<file path="src/rtl/blp_button_pkg.sv">
// Shared types for the button event decoder: FSM state encodings and event indices.
// WAIT_SECOND/DBL_HELD exist only when BUTTON_EVENT_DCLICK_EN is defined.
package blp_button_pkg;

    typedef enum logic [2:0] {
        ST_IDLE        = 3'd0,
        ST_PRESSED     = 3'd1,
        ST_LONG_HELD   = 3'd2
`ifdef BUTTON_EVENT_DCLICK_EN
        ,
        ST_WAIT_SECOND = 3'd3,
        ST_DBL_HELD    = 3'd4
`endif
    } state_e;

    // Bit positions of each event in the downstream menu event vector.
    localparam int unsigned EV_PRESS   = 0;
    localparam int unsigned EV_RELEASE = 1;
    localparam int unsigned EV_SINGLE  = 2;
    localparam int unsigned EV_LONG    = 3;
    localparam int unsigned EV_DOUBLE  = 4;
    localparam int unsigned EV_COUNT   = 5;

    function automatic int unsigned max_u(
        input int unsigned a,
        input int unsigned b
    );
        return (a > b) ? a : b;
    endfunction

endpackage

</file>
<file path="src/rtl/button_edge.sv">
// Edge detector on the debounced button level.
// rise/fall are combinational for the FSM; press/released are the registered pulses.
module button_edge (
    input  logic clk,
    input  logic rst,
    input  logic button_valid,
    output logic rise,
    output logic fall,
    output logic press,
    output logic released
);

    logic prev;

    assign rise = button_valid & ~prev;
    assign fall = ~button_valid & prev;

    always_ff @(posedge clk or posedge rst) begin
        if (rst) begin
            prev     <= 1'b0;
            press    <= 1'b0;
            released <= 1'b0;
        end else begin
            prev     <= button_valid;
            press    <= rise;
            released <= fall;
        end
    end

endmodule

</file>
<file path="src/rtl/button_event.sv">
// Press-event decoder: press/release, single click, long press and double click pulses.
// Double click and the click window are built only with BUTTON_EVENT_DCLICK_EN.
module button_event
    import blp_button_pkg::*;
#(
    parameter int unsigned LONG_CYCLES   = 50_000_000,
    parameter int unsigned DCLICK_CYCLES = 12_500_000,
    parameter int unsigned CNT_W         = 26
) (
    input  logic clk,
    input  logic rst,
    input  logic button_valid,
    output logic press,
    output logic released,
    output logic single_click,
    output logic long_press,
    output logic double_click
);

    localparam int unsigned SAT_CYC = max_u(LONG_CYCLES, DCLICK_CYCLES) - 1;
    localparam logic [CNT_W-1:0] CNT_SAT   = CNT_W'(SAT_CYC);
    localparam logic [CNT_W-1:0] LONG_LAST = CNT_W'(LONG_CYCLES - 1);
`ifdef BUTTON_EVENT_DCLICK_EN
    localparam logic [CNT_W-1:0] DCLK_LAST = CNT_W'(DCLICK_CYCLES - 1);
`endif

    logic rise;
    logic fall;

    button_edge u_edge (
        .clk          (clk),
        .rst          (rst),
        .button_valid (button_valid),
        .rise         (rise),
        .fall         (fall),
        .press        (press),
        .released     (released)
    );

    state_e           state_q;
    state_e           state_d;
    logic [CNT_W-1:0] cnt_q;
    logic [CNT_W-1:0] cnt_d;
    logic [CNT_W-1:0] cnt_inc;
    logic             single_d;
    logic             long_d;
`ifdef BUTTON_EVENT_DCLICK_EN
    logic             double_d;
`endif

    // Saturate rather than wrap so a stuck state can never retrigger.
    assign cnt_inc = (cnt_q == CNT_SAT) ? cnt_q : cnt_q + CNT_W'(1);

    always_comb begin
        state_d  = state_q;
        cnt_d    = '0;
        single_d = 1'b0;
        long_d   = 1'b0;
`ifdef BUTTON_EVENT_DCLICK_EN
        double_d = 1'b0;
`endif
        unique case (state_q)
            ST_IDLE: begin
                if (rise) begin
                    state_d = ST_PRESSED;
                end
            end
            ST_PRESSED: begin
                cnt_d = cnt_inc;
                // A fall on the terminal-count edge still counts as short.
                if (fall) begin
                    cnt_d = '0;
`ifdef BUTTON_EVENT_DCLICK_EN
                    state_d = ST_WAIT_SECOND;
`else
                    state_d  = ST_IDLE;
                    single_d = 1'b1;
`endif
                end else if (cnt_q == LONG_LAST) begin
                    cnt_d   = '0;
                    state_d = ST_LONG_HELD;
                    long_d  = 1'b1;
                end
            end
            ST_LONG_HELD: begin
                if (fall) begin
                    state_d = ST_IDLE;
                end
            end
`ifdef BUTTON_EVENT_DCLICK_EN
            ST_WAIT_SECOND: begin
                cnt_d = cnt_inc;
                // A rise on the timeout edge still counts as a double click.
                if (rise) begin
                    cnt_d    = '0;
                    state_d  = ST_DBL_HELD;
                    double_d = 1'b1;
                end else if (cnt_q == DCLK_LAST) begin
                    cnt_d    = '0;
                    state_d  = ST_IDLE;
                    single_d = 1'b1;
                end
            end
            ST_DBL_HELD: begin
                if (fall) begin
                    state_d = ST_IDLE;
                end
            end
`endif
            default: begin
                state_d = ST_IDLE;
            end
        endcase
    end

    always_ff @(posedge clk or posedge rst) begin
        if (rst) begin
            state_q      <= ST_IDLE;
            cnt_q        <= '0;
            single_click <= 1'b0;
            long_press   <= 1'b0;
        end else begin
            state_q      <= state_d;
            cnt_q        <= cnt_d;
            single_click <= single_d;
            long_press   <= long_d;
        end
    end

`ifdef BUTTON_EVENT_DCLICK_EN
    always_ff @(posedge clk or posedge rst) begin
        if (rst) begin
            double_click <= 1'b0;
        end else begin
            double_click <= double_d;
        end
    end
`else
    assign double_click = 1'b0;
`endif

endmodule
</file>
<file path="config.mk">
export PLATFORM = sky130hd
export DESIGN_NAME = button_event
export DESIGN_NICKNAME = d
export VERILOG_FILES = /design/src/rtl/blp_button_pkg.sv /design/src/rtl/button_edge.sv /design/src/rtl/button_event.sv
export SDC_FILE = /design/constraint.sdc
export NUM_CORES = 1
export LEC_CHECK = 0
export BUFFER_PORTS_ARGS = -buffer_cell sky130_fd_sc_hd__buf_4
export CORE_UTILIZATION = 27
export CTS_CLUSTER_DIAMETER = 30
export DETAILED_ROUTE_END_ITERATION = 8
export GPL_TIMING_DRIVEN = 1
export PLACE_DENSITY = 0.48
export SETUP_SLACK_MARGIN = 0.2
export SYNTH_ARGS = -nofsm -noshare
export SYNTH_HDL_FRONTEND = slang
export SYNTH_SLANG_ARGS = --single-unit
</file>
<file path="constraint.sdc">
create_clock -name clk -period 2.4 [get_ports clk]
set_input_delay 0.48 -clock clk [delete_from_list [all_inputs] [get_ports clk]]
set_output_delay 0.48 -clock clk [all_outputs]
set_load 0.02 [all_outputs]
</file>
# Word-level counts from Yosys, hierarchy flattened
# Cells that the tools add are included.
# Widths: inputs -> output; s select.
[classes] n_mux=13 reduce_logical=2 addsub=1 n_bitwise=4 n_eq_ne=6
[op_table] cell="$mux 26" count=3
[op_table] cell="$add 26x1->26 const B" count=1
[op_table] cell="$eq 26x26->1 const B" count=1
[op_table] cell="$mux 3" count=4
[op_table] cell="$pmux 3 s3" count=1
[op_table] cell="$mux 1" count=5
[op_table] cell="$ne 2x1->1 const B" count=2
[op_table] cell="$eq 3x1->1 const B" count=1
[op_table] cell="$eq 3x2->1 const B" count=1
[op_table] cell="$logic_not 3->1" count=1
[op_table] cell="$ne 3x2->1 const B" count=1
[op_table] cell="$reduce_and 3->1" count=1
[op_table] cell="$and 1x1->1" count=2
[op_table] cell="$not 1->1" count=2
[totals] regBits=34 elab_cells=33

# Longest topological paths before layout
[logic_depth] depth_word=4 depth_mapped=8

# By module
# A second synthesis with hierarchy kept.
[unflattened] hier_cells=169 hier_area_um2=1670.4
[by_module_without_submodules] mod="button_event" n_inst=1 area_each_um2=1576.5 seq_area_each_um2=750.7 cells_each=163
[by_module_without_submodules] mod="button_edge" n_inst=1 area_each_um2=93.8 seq_area_each_um2=75.1 cells_each=6

# Worst setup path before layout
# OpenSTA, ideal clock, no wires.
[synth_timing] kind="register to register" start="register cnt_q[0]" end="register cnt_q[19]" synth_period_minus_slack_ns=1.770 setup_time_ns=0.077 setup_slack_ns=0.630 path_stages_with_launch=9 arrival_ns=1.693 path_cell_list="dfrtp_1 -> ha_1 -> and2_1 -> clkbuf_1 -> and3_4 -> a211o_1 -> buf_2 -> buf_6 -> a21oi_1"
[synth_between] elab_chain_cells=4
[synth_lines] element="start: declaration" line="button_event.sv:42" source="logic [CNT_W-1:0] cnt_q;"
[synth_lines] element="start signal: assignment" line="button_event.sv:124" source="cnt_q <= cnt_d;"
[synth_lines] element="$add 26x1->26 or $eq 26x26->1 (tied branches)" line="button_event.sv:52, button_event.sv:79"
[synth_lines] element="$mux 26 (*)" line="button_event.sv:79" source="end else if (cnt_q == LONG_LAST) begin"
[synth_lines] element="$mux 26 (*)" line="button_event.sv:71" source="if (fall) begin"
[synth_lines] element="$mux 26 (*)" line="button_event.sv:62" source="unique case (state_q)"
[synth_lines] element="net cnt_d[19]" line="button_event.sv:43" source="logic [CNT_W-1:0] cnt_d;"
# Mark *: on every way through the listed nets, which the timed path passes. The rest lies on a longest branch.
# A chain may end at the register's enable or synchronous reset.

# Final worst setup path
[layout_timing] start="register cnt_q[3]" end="register cnt_q[25]"
# The elaborated chain is that of the path after synthesis.

==> results by group <==
GRT
  • Met1 Use GR: 14.8%
  • Met3 usage: 4.80%
  • Vias in the first global route: 1194
  • GRT overflow: 0
  • GR peak layer: met2
  • Total track usage: 11.9%
  • Met2 GRT Util: 18.3%
  • Largest net degree at the start of global routing: 34
  • First-pass GRT wire length: 5690 um
  • Initial antenna violation count: 0

Min path
  • Hold crit path type: in2async

Detailed routing
  • Wirelength, routed: 3150 um
  • Iteration-0 DRC Markers: 68
  • Vias: 1207
  • Vias per cell: 5.03
  • DRC viols: 0
  • Drt first pass iters: 4
  • Detail Route Antenna Nets: 0
  • WL per Instance: 13.1 um

STA
  • Clock Skew: 5.74 ps
  • Setup TNS Final: 0 ps
  • Fin. Hold Viols: 0
  • Max Slew Vio Count: 0
  • Fin crit share: 77.0%
  • Fmax: 541 MHz
  • RSZ-0062 raised after global routing: false
  • Min Tclk post-route: 1850 ps
  • Post-route setup slack: 552 ps
  • Final setup viols: 0

Finish
  • Fillcell total: 593
  • Post-layout util: 32.4%
  • Final #Nets: 171
  • Diode count: 0
  • Ratio of cells with drive above 1 in the final layout: 13.7%
  • Layout area overhead: 12.3%
  • Footprint of the multi-input gates: 727 sq um
  • Register area: 826 sq um

Job
  • Max-cap violations: 0

Yosys
  • Post-synth top area share: 50.8%
  • Area leader, netlist: dfrtp_1
  • Synth warn: 0
  • Syn Area/Cell: 10.2 sq um
  • Seq/Total Area, Yosys: 50.8%
  • Syn Inst Count: 159
  • Net count after synthesis: 163
  • Netlist cell types: 36
  • Synth top area cells: dfrtp_1 51%, a21oi_1 4.3%, xor2_1 4.3%
  • Post-Syn Area: 1630 sq um
  • Synth Register Bits: 33

Floorplan
  • Row cnt: 27
  • CORE AREA: 5640 sq um
  • Die span in x: 79.6 um
  • Chip height: 79.6 um
  • Die Area: 6340 sq um
  • Io pins: 8
  • Starting Density: 28.8%

Setup path
  • Worst setup startpoint: cnt_q[3]$_DFF_PP0_
  • CP Class: reg2reg
  • Cell Chain, Critical Path: and4_1 > nand2_1 > or4_1 > a21oi_1
  • Worst R2R Start: cnt_q[3]$_DFF_PP0_
  • Worst Path Required: 2610 ps
  • CP max-delay cell: or4_1
  • Critical Path Max Stage Delay: 510 ps
  • Crit end category: flop
  • Worst setup SP type: flop
  • Worst-path maximum fanout: 9
  • Data arrival, critical path: 2060 ps

CTS
  • Num Clock Sinks: 33
  • Hold_buf cts: 0
  • # resized after CTS: 0
  • Post-CTS setup buffers: 0
  • Clock Pin Slew Worst Setup and Hold Paths: 60 ps
  • CTS tree: built
  • H-tree Lvls: 2
  • Clock Path Buffers: 2
  • Clk_lat worst skew: 290 ps
  • Root buffer cell: clkbuf_8
  • CTS Buf Count: 5

Status
  • Status: finished, final reports clean

Power and ir drop
  • Total power: 1120 uW
  • Cell area power density: 612 nW/um^2
  • VDD IR-drop max: 0.250 mV
  • P_leak: 0.000758 uW

Placed design
  • Placer Congestion: 0.789
  • Dpl ws: 561 ps
  • Port bufs: 6
  • HPWL Detailed: 2140 um
-- cell usage after synthesis --
cell      instances
dfrtp_1          33
a21oi_1          14
nor2_1           14
nand2_1           9
nand3_1           8
xor2_1            8
o21ai_0           7
or3_1             7
inv_1             6
o31ai_1           6
or4_1             6
and4_1            4
nand4_1           4
xnor2_1           3
and3_1            2
and4_4            2
buf_2             2
buf_4             2
buf_6             2
nand4_2           2
nor3_1            2
nor3b_1           2
a211o_1           1
a221oi_1          1
and2_1            1
and3_4            1
clkbuf_1          1
conb_1            1
ha_1              1
nand2b_1          1
nand4_4           1
nand4b_1          1
nor2b_1           1
nor4_1            1
nor4bb_1          1
o21ba_2           1
-- stage by stage --
stage	instance area (sq um)	hold slack, ps	instances
3_5_place_dp	1730	457	232
6_report	1830	286	240
2_1_floorplan	1630	422	159
3_3_place_gp	1730	434	232
5_1_grt	1830	303	240
4_1_cts	1830	302	240
-- worst paths after layout --
| check | end | slack, ps | cells after the start |
|---|---|---|---|
| worst min register to register | cnt_q[0]$_DFF_PP0_ | 460 | 1 |
| worst max register to register | cnt_q[25]$_DFF_PP0_ | 550 | 4 |
| worst min-delay path | cnt_q[23]$_DFF_PP0_ | 290 | 3 |
| min in group clk | u_edge.prev$_DFF_PP0_ | 320 | 1 |
| worst max-delay path | cnt_q[25]$_DFF_PP0_ | 550 | 4 |
| max in group asynchronous | cnt_q[13]$_DFF_PP0_ | 1810 | 3 |
-- final cells by class --
class,count,share of cell area (%)
Clock buffer,7,5.27
Clock inverter,1,0.274
Inverter,6,1.23
Multi-Input combinational cell,113,39.8
Sequential cell,33,45.2
Tap cell,72,4.93
Timing Repair Buffer,8,3.29
-- flip-flops by register name, summed over array words and instances (netlist names) --
| name | flops |
|---|---|
| u_edge.press | 1 |
| u_edge.released | 1 |
| u_edge.prev | 1 |
| single_click | 1 |
| long_press | 1 |
| cnt_q | 26 |
| state_q | 2 |
-- kinds of logic after synthesis --
| kind of cell | count (synthesis) | share of synthesized area [%] |
|---|---|---|
| and+or+nand+nor | 70 | 26.8 |
| DFF | 33 | 50.8 |
| AOI/OAI and AO/OA | 30 | 10.9 |
| buffers and inverters | 13 | 4.54 |
| xor gates and xnor gates | 11 | 5.92 |
| adders and majority gates | 1 | 0.769 |
| other | 1 | 0.231 |
-- cell usage in the layout, fill, tap and decap left out, types with 7 or more instances in the layout --
cell and n:
xor2_1 8, nor2_1 14, a21oi_1 14, or3_1 7, o21ai_0 7, dfrtp_1 33
nand2_1 9, buf_4 8, nand3_1 8, clkbuf_8 7
-- per-layer routing --
layer | routed length, um | vias to the layer above | share of wire, %
met4 | 29 | 0 | 0.92
met2 | 1490 | 18 | 47
li1 | - | 592 | -
met3 | 135 | 2 | 4.3
met5 | 0 | - | 0
met1 | 1500 | 595 | 48
-- worst max-delay path, delay by kind of cell (launching register included) --
| kind | cells | cell delay, ps |
|---|---|---|
| simple gates | 3 | 1200 |
| flops | 1 | 420 |
| compound gates | 1 | 160 |
-- power by group --
| group | internal, uW | switching, uW |
|---|---|---|
| logic | 24.2 | 53.3 |
| clock network | 259 | 203 |
| registers | 569 | 8.57 |
| total | 852 | 265 |
Note: power is estimated with default switching activity, not from simulation.
